==> src/rtl/fetch_sequencer_pkg.sv <==
// Shared definitions for the instruction fetch sequencer.
//   PC_RESET_VALUE : address the PC register loads while reset is low
//   DATA_W         : instruction word width
//   PS_*           : PC select encodings driven on ps
//   fetch_state_e  : sequencer state encoding
//   redir_ps()     : PC select for a redirect (absolute load or word-relative)
package fetch_sequencer_pkg;

    localparam logic [31:0] PC_RESET_VALUE = 32'h8000_0000;
    localparam int          DATA_W         = 32;

    localparam logic [1:0] PS_HOLD = 2'b00;
    localparam logic [1:0] PS_INC  = 2'b01;
    localparam logic [1:0] PS_LOAD = 2'b11;
    localparam logic [1:0] PS_REL  = 2'b10;

    typedef enum logic [1:0] {
        S_BOOT  = 2'd0,
        S_FETCH = 2'd1,
        S_DRAIN = 2'd2
    } fetch_state_e;

    function automatic logic [1:0] redir_ps(input logic jump);
        return jump ? PS_LOAD : PS_REL;
    endfunction

endpackage

==> src/rtl/fetch_sequencer_if.sv <==
// Bus bundle between the fetch sequencer and its neighbours (PC register,
// instruction memory, execute redirect port and decode).
//   master : the fetch sequencer side
//   slave  : the environment side (PC, imem, execute, decode)
interface fetch_sequencer_if;
    import fetch_sequencer_pkg::*;

    logic [31:0]       pc_q;
    logic [1:0]        ps;
    logic [29:0]       pc_in;
    logic              imem_req;
    logic [31:0]       imem_addr;
    logic              imem_ack;
    logic [DATA_W-1:0] imem_rdata;
    logic              redir_valid;
    logic              redir_jump;
    logic [29:0]       redir_val;
    logic [DATA_W-1:0] ir;
    logic [31:0]       ir_pc;
    logic              ir_valid;
    logic              ir_ready;

    modport master (
        input  pc_q, imem_ack, imem_rdata, redir_valid, redir_jump, redir_val, ir_ready,
        output ps, pc_in, imem_req, imem_addr, ir, ir_pc, ir_valid
    );

    modport slave (
        output pc_q, imem_ack, imem_rdata, redir_valid, redir_jump, redir_val, ir_ready,
        input  ps, pc_in, imem_req, imem_addr, ir, ir_pc, ir_valid
    );

endinterface

==> src/rtl/fetch_sequencer.sv <==
// Instruction fetch sequencer: steers the PC register through ps/pc_in,
// issues one instruction-memory read per PC value, keeps the fetched word in
// a one-entry IR buffer for decode and applies jump/branch redirects.
//   clock : rising-edge clock
//   reset : synchronous, active low
//   bus   : fetch_sequencer_if.master (PC control, imem read, redirect, IR)
//
// state   | meaning
// S_BOOT  | first cycle after reset, PC settling on its reset value
// S_FETCH | request when the IR buffer is empty, otherwise wait for decode
// S_DRAIN | redirect hit an outstanding read; wait for its ack, then redirect
module fetch_sequencer
    import fetch_sequencer_pkg::*;
(
    input  logic              clock,
    input  logic              reset,
    fetch_sequencer_if.master bus
);

    fetch_state_e      state_q;
    logic [DATA_W-1:0] ir_q;
    logic [31:0]       ir_pc_q;
    logic              ir_valid_q;
    logic              sav_jump_q;
    logic [29:0]       sav_val_q;

    logic              req;
    logic              ack_acc;
    logic              xfer;
    logic [1:0]        ps_d;
    logic [29:0]       pc_in_d;

    always_comb begin
        req = 1'b0;
        if (reset) begin
            unique case (state_q)
                S_FETCH: req = !ir_valid_q;
                S_DRAIN: req = 1'b1;
                default: req = 1'b0;
            endcase
        end
    end

    // An ack with no request outstanding belongs to a read dropped by reset.
    assign ack_acc = req & bus.imem_ack;
    assign xfer    = ir_valid_q & bus.ir_ready;

    // PC controls are combinational so the PC moves on the same edge.
    always_comb begin
        ps_d    = PS_HOLD;
        pc_in_d = '0;
        if (reset) begin
            unique case (state_q)
                S_FETCH: begin
                    if (bus.redir_valid) begin
                        // With a read in flight the redirect is parked until it drains.
                        if (ack_acc || !req) begin
                            ps_d    = redir_ps(bus.redir_jump);
                            pc_in_d = bus.redir_val;
                        end
                    end else if (ack_acc) begin
                        ps_d = PS_INC;
                    end
                end
                S_DRAIN: begin
                    if (ack_acc) begin
                        // A redirect in the ack cycle is the newest one, so it wins.
                        if (bus.redir_valid) begin
                            ps_d    = redir_ps(bus.redir_jump);
                            pc_in_d = bus.redir_val;
                        end else begin
                            ps_d    = redir_ps(sav_jump_q);
                            pc_in_d = sav_val_q;
                        end
                    end
                end
                default: ps_d = PS_HOLD;
            endcase
        end
    end

    always_ff @(posedge clock) begin
        if (!reset) begin
            state_q    <= S_BOOT;
            ir_q       <= '0;
            ir_pc_q    <= '0;
            ir_valid_q <= 1'b0;
            sav_jump_q <= 1'b0;
            sav_val_q  <= '0;
        end else begin
            case (state_q)
                S_BOOT: state_q <= S_FETCH;
                S_FETCH: begin
                    if (bus.redir_valid) begin
                        // Squashes any same-cycle transfer to decode as well.
                        ir_valid_q <= 1'b0;
                        if (req && !bus.imem_ack) begin
                            sav_jump_q <= bus.redir_jump;
                            sav_val_q  <= bus.redir_val;
                            state_q    <= S_DRAIN;
                        end
                    end else if (ack_acc) begin
                        ir_q       <= bus.imem_rdata;
                        ir_pc_q    <= bus.pc_q;
                        ir_valid_q <= 1'b1;
                    end else if (xfer) begin
                        ir_valid_q <= 1'b0;
                    end
                end
                S_DRAIN: begin
                    if (bus.redir_valid) begin
                        sav_jump_q <= bus.redir_jump;
                        sav_val_q  <= bus.redir_val;
                    end
                    if (ack_acc) begin
                        state_q <= S_FETCH;
                    end
                end
                default: state_q <= S_BOOT;
            endcase
        end
    end

    assign bus.ps        = ps_d;
    assign bus.pc_in     = pc_in_d;
    assign bus.imem_req  = req;
    assign bus.imem_addr = bus.pc_q;
    assign bus.ir        = ir_q;
    assign bus.ir_pc     = ir_pc_q;
    assign bus.ir_valid  = ir_valid_q;

endmodule

==> src/flat_wrapper.sv <==
// flat-port wrapper written by rule: the top's interface ports become plain ports
module fetch_sequencer_flat import fetch_sequencer_pkg::*;
  (clock, reset, bus_pc_q, bus_imem_ack, bus_imem_rdata, bus_redir_valid, bus_redir_jump, bus_redir_val, bus_ir_ready, bus_ps, bus_pc_in, bus_imem_req, bus_imem_addr, bus_ir, bus_ir_pc, bus_ir_valid);
  fetch_sequencer_if bus_i ();
  input  logic clock;
  input  logic reset;
  input wire logic [$bits(bus_i.pc_q)-1:0] bus_pc_q;
  input wire logic [$bits(bus_i.imem_ack)-1:0] bus_imem_ack;
  input wire logic [$bits(bus_i.imem_rdata)-1:0] bus_imem_rdata;
  input wire logic [$bits(bus_i.redir_valid)-1:0] bus_redir_valid;
  input wire logic [$bits(bus_i.redir_jump)-1:0] bus_redir_jump;
  input wire logic [$bits(bus_i.redir_val)-1:0] bus_redir_val;
  input wire logic [$bits(bus_i.ir_ready)-1:0] bus_ir_ready;
  output wire logic [$bits(bus_i.ps)-1:0] bus_ps;
  output wire logic [$bits(bus_i.pc_in)-1:0] bus_pc_in;
  output wire logic [$bits(bus_i.imem_req)-1:0] bus_imem_req;
  output wire logic [$bits(bus_i.imem_addr)-1:0] bus_imem_addr;
  output wire logic [$bits(bus_i.ir)-1:0] bus_ir;
  output wire logic [$bits(bus_i.ir_pc)-1:0] bus_ir_pc;
  output wire logic [$bits(bus_i.ir_valid)-1:0] bus_ir_valid;
  assign bus_i.pc_q = bus_pc_q;
  assign bus_i.imem_ack = bus_imem_ack;
  assign bus_i.imem_rdata = bus_imem_rdata;
  assign bus_i.redir_valid = bus_redir_valid;
  assign bus_i.redir_jump = bus_redir_jump;
  assign bus_i.redir_val = bus_redir_val;
  assign bus_i.ir_ready = bus_ir_ready;
  assign bus_ps = bus_i.ps;
  assign bus_pc_in = bus_i.pc_in;
  assign bus_imem_req = bus_i.imem_req;
  assign bus_imem_addr = bus_i.imem_addr;
  assign bus_ir = bus_i.ir;
  assign bus_ir_pc = bus_i.ir_pc;
  assign bus_ir_valid = bus_i.ir_valid;
  fetch_sequencer u_core (.clock(clock), .reset(reset), .bus(bus_i));
endmodule
==> config.mk <==
export PLATFORM = sky130hd
export DESIGN_NAME = fetch_sequencer_flat
export DESIGN_NICKNAME = d
export VERILOG_FILES = /design/src/rtl/fetch_sequencer_pkg.sv /design/src/rtl/fetch_sequencer_if.sv /design/src/rtl/fetch_sequencer.sv /design/src/flat_wrapper.sv
export SDC_FILE = /design/constraint.sdc
export NUM_CORES = 1
export LEC_CHECK = 0
export BUFFER_PORTS_ARGS = -buffer_cell sky130_fd_sc_hd__buf_2
export CAP_MARGIN = 20
export CORE_MARGIN = 1.5
export CORE_UTILIZATION = 45
export DETAILED_ROUTE_END_ITERATION = 12
export GPL_TIMING_DRIVEN = 0
export PLACE_DENSITY = 0.79
export SKIP_CTS_REPAIR_TIMING = 1
export SLEW_MARGIN = 25
export SYNTH_ARGS = -nofsm -noshare
export SYNTH_HDL_FRONTEND = slang
export SYNTH_SLANG_ARGS = --single-unit
==> constraint.sdc <==
create_clock -name clock -period 2.8 [get_ports clock]
set_input_delay 0.56 -clock clock [delete_from_list [all_inputs] [get_ports clock]]
set_output_delay 0.56 -clock clock [all_outputs]
set_load 0.01 [all_outputs]
# Word level (Yosys, flattened, before mapping)
# Index checks and enable logic that the tools add are counted.
# word_totals
register_bits	98
wordCells	59
output_inout_bits	130
# classes
mux	31
n_eq_ne	6
bitwise_logic	3
n_reduce_logical	13
# ops
operator	count
2-to-1 mux 30 bit	7
case mux 30 bit (2 select lines)	2
2-to-1 mux 2 bit	8
2-to-1 mux 1 bit	10
AND reduction 3 bit	3
case mux 2 bit (3 select lines)	1
inequality test 2 x 1 -> 1 bit, second input constant	2
inequality test 2 bit, second input constant	2
case mux 1 bit (2 select lines)	2
case mux 2 bit (2 select lines)	1
AND reduction 4 bit	1
zero test 1 bit	3
nonzero test 3 bit	1
bitwise AND 1 bit	2
equality test 2 x 1 -> 1 bit, second input constant	1
equality test 2 bit, second input constant	1
zero test 2 bit	1
AND reduction 2 bit	1
nonzero test 2 bit	1
logical AND 1 bit	1
logical OR 1 bit	1
inverter 1 bit	1

# Logic depth before layout (Yosys ltp)
# Gate-level depths: netlist (run 1).
# logic_depth
word_depth	9
depth_mapped	9

# Worst setup path before layout (run 1)
# OpenSTA, ideal clock, no wires.
# synth_timing
kind	reg-to-output
start	reg u_core.state_q[0]
end	out bus_pc_in[0]
path_slack_ns	0.637
stages_incl_launch_ff	8
required_time_ns	2.240
arrival_time_ns	1.603
path_cell_list	dfxtp_1 inv_1 ha_1 and2_1 a21oi_1 nor3_2 buf_2 a22o_1
# synth_between
elab_chain_cells	9
# synth_rtl
element	line_no	text
from (decl)	fetch_sequencer.sv:20	fetch_state_e state_q;
from (signal assigned)	fetch_sequencer.sv:84	state_q <= S_BOOT;
from (signal assigned)	fetch_sequencer.sv:92	S_BOOT: state_q <= S_FETCH;
from (signal assigned)	fetch_sequencer.sv:100	state_q <= S_DRAIN;
equality test 2 bit / equality test 2 x 1 -> 1 bit (equally long branches)	fetch_sequencer.sv:36, fetch_sequencer.sv:53	
case mux 1 bit (2 select lines)	fetch_sequencer.sv:36	unique case (state_q)
2-to-1 mux 1 bit	fetch_sequencer.sv:35	if (reset) begin
bitwise AND 1 bit / zero test 1 bit (equally long branches)	fetch_sequencer.sv:45, fetch_sequencer.sv:57	
logical OR 1 bit	fetch_sequencer.sv:57	if (ack_acc || !req) begin
2-to-1 mux 30 bit	fetch_sequencer.sv:57	
2-to-1 mux 30 bit	fetch_sequencer.sv:55	if (bus.redir_valid) begin
case mux 30 bit (2 select lines) *	fetch_sequencer.sv:53	unique case (state_q)
2-to-1 mux 30 bit *	fetch_sequencer.sv:52	if (reset) begin
to (decl)	flat_wrapper.sv:15	output wire logic [$bits(bus_i.pc_in)-1:0] bus_pc_in;
# Mark *: on every way between the ends. The rest lies on a longest branch, timed or not.

# Worst setup path in the final report (run 1)
# layout_timing
start	reg u_core.state_q[0]
end	out bus_pc_in[20]
# The elaborated chain is that of the path after synthesis.

==> results of run 1 <==
## metal layers
layer	routed length, um	track usage (%)
met2	6478	41.91
met5	0	0
met3	838	4.154
met1	5327	27.73
met4	190	7.044
## final cells by class
cell class	count	area (sq um)
flip-flops and latches	98	1964
clock buffers	13	168.9
repair buffers	228	1144
well taps	133	166.4
clock inverters	3	22.52
inverters	4	15.01
plain buffers	76	579.3
multi-input cells	359	2063
fillers	887	3696
## stage by stage
step / cells / TNS, ns / hold slack, ns
finish: 914 / 0 / 0.4275
global route: 914 / 0 / 0.4226
CTS: 913 / -4.144 / 0.4198
detailed placement: 897 / 0 / 0.4423
global placement: 897 / 0 / 0.4371
floorplan: 537 / 0 / 0.4281
## worst max-delay path: stages (launching register included)
cell and delay (ns):
dfxtp_2 0.36, inv_2 0.06, ha_4 0.26, and2_1 0.19
a21oi_2 0.19, nor3_2 0.05, buf_4 0.15, buf_4 0.17
a22o_1 0.24, buf_2 0.14
## synth_stat cells
cell type / number / area share (%)
nor2_1: 4 / 0.33
nand2_1: 137 / 11
o32ai_4: 1 / 0.60
clkbuf_2: 3 / 0.33
nand2_2: 30 / 4.1
inv_1: 4 / 0.33
a211oi_1: 1 / 0.16
ha_1: 3 / 0.82
buf_6: 1 / 0.25
nand2b_1: 2 / 0.27
nor3_2: 1 / 0.22
clkbuf_1: 18 / 1.5
o31ai_1: 1 / 0.16
o21ai_0: 26 / 2.8
o21ai_1: 5 / 0.55
a41oi_1: 2 / 0.38
and4b_1: 1 / 0.22
buf_2: 10 / 1.1
and2b_1: 2 / 0.33
buf_12: 7 / 3.1
o221ai_1: 1 / 0.19
nor3_1: 2 / 0.22
and2_2: 1 / 0.16
a22o_1: 30 / 5.7
a31oi_1: 1 / 0.14
and3_1: 1 / 0.14
buf_4: 37 / 6.1
and2_1: 1 / 0.14
nand3_1: 34 / 3.7
and3_4: 1 / 0.25
dfxtp_1: 98 / 43
a21oi_2: 45 / 8.6
mux2i_1: 1 / 0.22
a21oi_1: 25 / 2.7
## worst min-delay path by stage
stage                                              endpoint                         startpoint  depth (start not counted)  slack, ns
after global routing         u_core.bus.ir[30]$_SDFFE_PN0P_                 bus_imem_rdata[30]                          3       0.42
after CTS                    u_core.bus.ir[30]$_SDFFE_PN0P_                 bus_imem_rdata[30]                          3       0.42
after floorplan           u_core.sav_val_q[23]$_SDFFE_PN0P_  u_core.sav_val_q[23]$_SDFFE_PN0P_                          2       0.43
after detailed placement  u_core.sav_val_q[24]$_SDFFE_PN0P_  u_core.sav_val_q[24]$_SDFFE_PN0P_                          2       0.44
after global placement    u_core.sav_val_q[23]$_SDFFE_PN0P_  u_core.sav_val_q[23]$_SDFFE_PN0P_                          2       0.44
final                      u_core.sav_val_q[7]$_SDFFE_PN0P_                   bus_redir_val[7]                          3       0.43
## cells by family (layout without fill, tap and decap cells)
group | Yosys count | after routing | synth area share, %
AO/OA/AOI/OAI | 138 | 138 | 22.13
adder cells (fa/ha/maj) | 3 | 3 | 0.8207
buffers and inverters | 80 | 324 | 12.61
flip-flops | 98 | 98 | 42.89
multiplexers | 1 | 1 | 0.2188
AND/OR/NAND/NOR | 217 | 217 | 21.33
## state kept, by name, indices dropped and copies added, names as in the netlist
name                 cells
u_core.bus.ir           32
u_core.bus.ir_pc        32
u_core.bus.ir_valid      1
u_core.sav_jump_q        1
u_core.sav_val_q        30
u_core.state_q           2
## power by group
part / total [mW] / switching, mW / leakage, nW / internal, mW
Combinational: 0.467 / 0.263 / 1.84 / 0.204
Clock: 0.879 / 0.480 / 0.0996 / 0.399
Sequential: 1.49 / 0.0360 / 0.794 / 1.46
Total: 2.84 / 0.779 / 2.74 / 2.06
==> results.yml, run 1 <==
run_status:
  status: "complete, no violations"
pwr:
  vdd_drop_max_mv: 0.2221
  power_mw: 2.840
  leakagePower_nw: 2.735
  power.density_nw_per_um2: 463.8
yosys:
  ys_types: 34
  ys_ff_latch: 98
  synth_nets: 640
  synth_area_sq_um: 4574
  synthCells: 537
  avgSynthCellArea_sq_um: 8.518
  ys_warn_count: 0
  synth-seq-area-share_pct: 42.89
detailed_routing:
  wl_per_cell_um: 14.04
  drt-initial-drc-count: 153
  routed_wl_mm: 12.84
  drt_pre_antenna_iters: 4
  vias_per_cell: 5.051
  ant_nets: 0
  route.vias.total: 4617
  route.detailed.drc: 0
global_route:
  grt_pass1_vias: 4491
  grt_max_degree: 16
  grt_usage_pct: 23.16
  grt_pass1_wl_mm: 20.89
  grt_remaining_overflow: 0
  grt_antenna_before_repair: 0
clock_tree:
  cts.root.buffer_cell: "clkbuf_8"
  clock_latency_ns: 0.36
  clk_pin_slew_ns: 0.10
  cts_buffers: 9
  cts_tree: "yes"
  htreeDepth: 3
  clock-sinks: 98
  cts.path.max_buffers: 2
timing:
  fin_crit_sh_pct: 97.03
  rsz0062_at_grt: "no"
  skew_ns: 0.01126
  fmax_mhz: 368.1
  layout_setup_ws_ns: 0.08303
  setup_viol: 0
  worst_slew_pin_slew_ns: 0.7261
  period_needed_ns: 2.717
  hold_viol_final: 0
  relSlewSlack_pct: 51.59
  finalMaxSlewViolations: 0
setup_path:
  r2r_start: "u_core.state_q[1]$_SDFFE_PN0P_"
  worstPathRequired_ns: 2.24
  crit_path_end: "bus_pc_in[20]"
  arrival_ns: 2.16
  rr_worst_depth: 8
  startpoint_type: "flop"
  r2r_slack_ns: 0.89
  crit_start: "u_core.state_q[0]$_SDFFE_PN0P_"
  critical_path_peak_fanout: 10
  worstSetupPathType: "flop to primary output"
  r2r_end: "u_core.bus.ir[17]$_SDFFE_PN0P_"
  end_kind: "primary output"
die:
  rows: 36
  ios: 230
  coreArea_sq_um: 9819
  dieHeight_um: 103.8
  start_util_pct: 46.59
  dieArea_sq_um: 10780
  die_w_um: 103.8
place:
  portBuffers: 227
  dp_slack_ns: 0.2447
  dpl.hpwl_mm: 9.696
  place.gp.congestion: 0.8269
  place_area_sq_um: 5877
min_path:
  hold_class: "primary input to flop"
finish:
  nets: 879
  insertedDiodeCount: 0
  utilization_pct: 62.36
  drive_gt1_share_pct: 49.94
  finalInstanceArea_sq_um: 6123
  syn_to_final_growth_pct: 33.86
  final_cell_mix: "buf_2, nand2_1, dfxtp_1"
  layout_commonest_cell: "buf_2"
flow_run:
  drv_cap: 0
Note: power is estimated with default switching activity, not from simulation.
==> run 2, diff against run 1 <==
--- a/config.mk
+++ b/config.mk
@@ -5,13 +5,14 @@
 export SDC_FILE = /design/constraint.sdc
 export NUM_CORES = 1
 export LEC_CHECK = 0
+export ABC_AREA = 1
 export BUFFER_PORTS_ARGS = -buffer_cell sky130_fd_sc_hd__buf_2
 export CAP_MARGIN = 20
 export CORE_MARGIN = 1.5
 export CORE_UTILIZATION = 45
 export DETAILED_ROUTE_END_ITERATION = 12
 export GPL_TIMING_DRIVEN = 0
-export PLACE_DENSITY = 0.79
+export PLACE_DENSITY = 0.77
 export SKIP_CTS_REPAIR_TIMING = 1
 export SLEW_MARGIN = 25
 export SYNTH_ARGS = -nofsm -noshare
==> results.yml, run 2 <==
yosys:
  ys_ff_latch: 98
  async_flop_share_pct: 0
  yosys.area.top_type: "dfxtp_1"
  synthCells: 823
  synth_common_cells: "nand2_1, nor2_1, dfxtp_1"
  synth_nets: 926
  yosys-top-cells-area: "dfxtp_1, nand2_1, nor2_1"
  avgSynthCellArea_sq_um: 6.227
  ys_warn_count: 0
  synth_ff_type: "dfxtp_1"
  synth-seq-area-share_pct: 38.28
  synth_area_sq_um: 5125
  ys_types: 21
  netlist.area_leader.share_pct: 38.28
  yosys.cell_count.top_type: "nand2_1"
  synth-edff-count: 0
setup_path:
  critical_path_peak_fanout: 10
  arrival_ns: 2.07
  r2r_end: "u_core.bus.ir[28]$_SDFFE_PN0P_"
  end_kind: "primary output"
  r2r_start: "u_core.state_q[1]$_SDFFE_PN0P_"
  rr_worst_depth: 11
  worstSetupPathType: "flop to primary output"
  r2r_slack_ns: 0.84
  worstPathRequired_ns: 2.24
  startpoint_type: "flop"
die:
  dieHeight_um: 109.7
  ios: 230
  dieArea_sq_um: 12040
  rows: 38
  coreArea_sq_um: 10980
  start_util_pct: 46.66
  die_w_um: 109.7
detailed_routing:
  routed_wl_mm: 15.55
  vias_per_cell: 4.852
  route.detailed.drc: 0
  drt_pre_antenna_iters: 5
  wl_per_cell_um: 12.88
  route.vias.total: 5856
  ant_nets: 0
  drt-initial-drc-count: 566
clock_tree:
  cts.root.buffer_cell: "clkbuf_16"
  cts_tree: "yes"
  htreeDepth: 3
  cts.path.max_buffers: 2
  clock-sinks: 98
  clk_pin_slew_ns: 0.07
  clock_latency_ns: 0.33
  cts_buffers: 9
global_route:
  grt_pass1_wl_mm: 24.15
  grt_remaining_overflow: 0
  grt_usage_pct: 25.60
  grt_pass1_vias: 5084
  grt_antenna_before_repair: 2
  grt_max_degree: 18
min_path:
  worstHoldStart: "bus_imem_rdata[5]"
  hold-path-endpoint: "u_core.bus.ir[5]$_SDFFE_PN0P_"
  hold_depth: 3
  hold_class: "primary input to flop"
finish:
  drive_gt1_share_pct: 30.05
  final_cell_mix: "buf_2, nand2_1, nor2_1"
  layout_commonest_cell: "buf_2"
  nets: 1163
  syn_to_final_growth_pct: 32.62
timing:
  fmax_mhz: 380.8
  skew_ns: 0.007110
  setup_viol: 0
  period_needed_ns: 2.626
  worst_slew_pin_slew_ns: 0.5583
  relSlewSlack_pct: 62.78
  fin_crit_sh_pct: 93.78
  hold_viol_final: 0
  rsz0062_at_grt: "no"
  holdWs_ns: 0.4437
  finalMaxSlewViolations: 0
  layout_setup_ws_ns: 0.1741
place:
  dpl.hpwl_mm: 11.59
  portBuffers: 227
  dp_slack_ns: 0.2696
  place.gp.congestion: 0.8696
pwr:
  leakagePower_nw: 3.710
  vdd_drop_max_mv: 0.3714
  power.density_nw_per_um2: 699.6
run_status:
  status: "complete, no violations"
flow_run:
  drv_cap: 0
[run 2: worst max-delay path by stage]
stage                                               from             to  slack (ns)  depth (start not counted)
final                     u_core.state_q[1]$_SDFFE_PN0P_  bus_pc_in[17]        0.17                         11
after global routing      u_core.state_q[1]$_SDFFE_PN0P_  bus_pc_in[26]        0.03                         11
after CTS                 u_core.state_q[0]$_SDFFE_PN0P_      bus_ps[1]       -0.10                         12
after detailed placement  u_core.state_q[0]$_SDFFE_PN0P_      bus_ps[1]        0.27                         12
after global placement    u_core.state_q[0]$_SDFFE_PN0P_      bus_ps[1]        0.31                         12
after floorplan           u_core.state_q[0]$_SDFFE_PN0P_  bus_pc_in[21]        0.65                         11
[run 2: worst max-delay path: stages (launching register included)]
cell      delay, ns
dfxtp_2        0.34
inv_1          0.12
ha_4           0.24
nand2_4        0.12
inv_2          0.04
nand3b_1       0.12
nand2_4        0.10
inv_4          0.11
buf_6          0.15
nand3_1        0.07
a21oi_1        0.18
buf_2          0.16
[run 2: through the flow]
| stage | instances | setup TNS (ns) | utilization [%] | power (mW) | instance area (sq um) |
|---|---|---|---|---|---|
| floorplan | 823 | 0 | - | 3.004 | 5125 |
| global placement | 1190 | 0 | 58.60 | 3.445 | 6436 |
| detailed placement | 1190 | 0 | 58.60 | 3.485 | 6436 |
| CTS | 1206 | -0.8003 | 61.21 | 4.675 | 6723 |
| global route | 1207 | 0 | 61.88 | 5.101 | 6797 |
| finish | 1207 | 0 | 61.88 | 4.755 | 6797 |
[run 2: logic make-up (layout without fill, tap and decap cells)]
kind of cell    Yosys count  in the layout  share of synthesized area (%)
buf+inv                 133            375                          12.99
compound gates          134            134                          13.11
simple gates            455            455                          34.89
other cells               0              2                              0
flops                    98             98                          38.28
fa+ha+maj                 3              3                         0.7325
[run 2: where the power goes]
| part | switching, mW | internal, mW |
|---|---|---|
| Combinational | 1.22 | 0.650 |
| Clock | 0.550 | 0.639 |
| Sequential | 0.0660 | 1.63 |
[run 2: routing by layer]
metal / track usage, % / routed length (um) / vias to the layer above
li1: - / - / 3010
met5: 0 / 0 / -
met4: 9.276 / 263 / 0
met2: 42.46 / 7338 / 240
met1: 32.39 / 6701 / 2590
met3: 5.928 / 1242 / 16
[run 2: final cells by class]
| type | instances | area, sq um |
|---|---|---|
| plain buffers | 89 | 521.8 |
| diodes | 2 | 5.005 |
| clock inverters | 6 | 47.55 |
| flip-flops and latches | 98 | 1963 |
| well taps | 140 | 175.2 |
| repair buffers | 227 | 1136 |
| inverters | 43 | 166.4 |
| fillers | 1081 | 4187 |
| clock buffers | 10 | 239.0 |
| multi-input cells | 592 | 2542 |
==> run 3, diff against run 2 <==
--- a/config.mk
+++ b/config.mk
@@ -12,7 +12,7 @@
 export CORE_UTILIZATION = 45
 export DETAILED_ROUTE_END_ITERATION = 12
 export GPL_TIMING_DRIVEN = 0
-export PLACE_DENSITY = 0.77
+export PLACE_DENSITY_LB_ADDON = 0.05
 export SKIP_CTS_REPAIR_TIMING = 1
 export SLEW_MARGIN = 25
 export SYNTH_ARGS = -nofsm -noshare
==> results.yml, run 3 (synthesis results as in run 2) <==
run_status:
  status: "complete, no violations"
setup_path:
  slowest_delay_ns: 0.33
  path_common_cell: "nand2_4"
  path_buf_inv: 5
  startpoint_type: "flop"
  path_cells: "inv_1, ha_2, nand2_4, inv_2, nand3b_1, nand2_4, inv_4, buf_6, nand3_1, a21oi_1, buf_2"
  r2r_slack_ns: 0.84
  cp_slowest_cell: "dfxtp_1"
  worstSetupPathType: "flop to primary output"
  end_kind: "primary output"
  arrival_ns: 2.12
  worstPathRequired_ns: 2.24
  crit_family: "buffers and inverters"
  critical_path_peak_fanout: 10
timing:
  period_needed_ns: 2.676
  hold_viol_final: 0
  finalMaxSlewViolations: 0
  relSlewSlack_pct: 64.58
  setup_viol: 0
  rsz0062_at_grt: "no"
  fin_crit_sh_pct: 95.58
  skew_ns: 0.005250
  fmax_mhz: 373.7
  layout_setup_ws_ns: 0.1239
  worst_slew_pin_slew_ns: 0.5312
  holdWs_ns: 0.4395
clock_tree:
  clk_pin_slew_ns: 0.07
  cts_buffers: 9
  clock_latency_ns: 0.34
  cts_tree: "yes"
  cts.path.max_buffers: 2
  cts.root.buffer_cell: "clkbuf_16"
  htreeDepth: 3
  clock-sinks: 98
finish:
  syn_to_final_growth_pct: 32.47
  nets: 1164
  multi_input_area_sq_um: 2519
  instances_no_fill: 1206
  fillers: 1136
  layout_commonest_cell: "buf_2"
  final_cell_mix: "buf_2, nand2_1, nor2_1"
  seqCellArea_sq_um: 1962
  insertedDiodeCount: 0
  drive_gt1_share_pct: 29.83
detailed_routing:
  drt-initial-drc-count: 402
  wl_met2_mm: 7.255
  route.met3.wl_um: 993
  ant_nets: 0
  vias_per_cell: 4.779
  drt_pre_antenna_iters: 5
  top_layer_used: "met4"
  wl_met1_mm: 6.524
  wl_per_cell_um: 12.44
  routed_wl_mm: 15.00
  route.detailed.drc: 0
  route.vias.total: 5763
place:
  placed_cells: 1190
  portBuffers: 227
  place.gp.congestion: 0.8186
  dpl.hpwl_mm: 11.07
  dp_slack_ns: 0.2656
global_route:
  grt_antenna_before_repair: 0
  grt_max_degree: 18
  grt_pass1_vias: 4899
  grt_pass1_wl_mm: 23.03
  grt_remaining_overflow: 0
  grt_usage_pct: 24.39
die:
  rows: 38
  ios: 230
  start_util_pct: 46.66
  dieHeight_um: 109.7
  die_w_um: 109.7
  dieArea_sq_um: 12040
  coreArea_sq_um: 10980
pwr:
  vdd_drop_max_mv: 0.4313
  power.density_nw_per_um2: 702.8
  power_mw: 4.771
  leakagePower_nw: 3.713
flow_run:
  drv_cap: 0
min_path:
  hold_class: "primary input to flop"
==> run 3: cell count changes in the layout (fill, tap and decap cells not counted), sizes merged <==
cell      change
diode         -2
bufinv        +1
clkinvlp      +1
inv           -1
==> run 3: final timing paths <==
kind	depth (start not counted)	to	startpoint
setup reg to reg	11	u_core.bus.ir_pc[6]$_SDFFE_PN0P_	u_core.state_q[1]$_SDFFE_PN0P_
hold reg to reg	2	u_core.bus.ir_valid$_SDFFE_PN0P_	u_core.bus.ir_valid$_SDFFE_PN0P_
hold / removal	3	u_core.bus.ir[10]$_SDFFE_PN0P_	bus_imem_rdata[10]
setup / recovery	11	bus_pc_in[28]	u_core.state_q[0]$_SDFFE_PN0P_
==> run 3: layer usage <==
| metal | global-route usage, % | vias to the layer above |
|---|---|---|
| li1 | - | 3006 |
| met1 | 30.26 | 2550 |
| met2 | 41.70 | 191 |
| met3 | 5.216 | 16 |
| met4 | 8.442 | 0 |
| met5 | 0 | - |
==> run 3: through the flow <==
stage	TNS, ns	util, %	instance area (sq um)
final	0	61.81	6789
after global routing	0	61.81	6789
after CTS	-0.8443	61.35	6738
after detailed placement	0	58.60	6436
after global placement	0	58.60	6436
after floorplan	0	-	5125
==> run 3: area by class of cell <==
| class | instances | share of cell area (%) |
|---|---|---|
| Clock inverter | 7 | 1.124 |
| Inverter | 43 | 2.451 |
| Sequential cell | 98 | 28.90 |
| Timing Repair Buffer | 228 | 16.84 |
| Buffer | 89 | 7.685 |
| Tap cell | 140 | 2.580 |
| Multi-Input combinational cell | 592 | 37.10 |
| Clock buffer | 9 | 3.317 |
==> run 3: power breakdown <==
group          internal [mW]  switching, mW  total [mW]
combinational          0.640           1.19        1.83
sequential              1.63         0.0602        1.69
clock                  0.700          0.548        1.25
==> run 3: worst min-delay path, stage by stage <==
cell and delay, ns:
buf_2 0.07, nor2_1 0.03, nor2_1 0.08
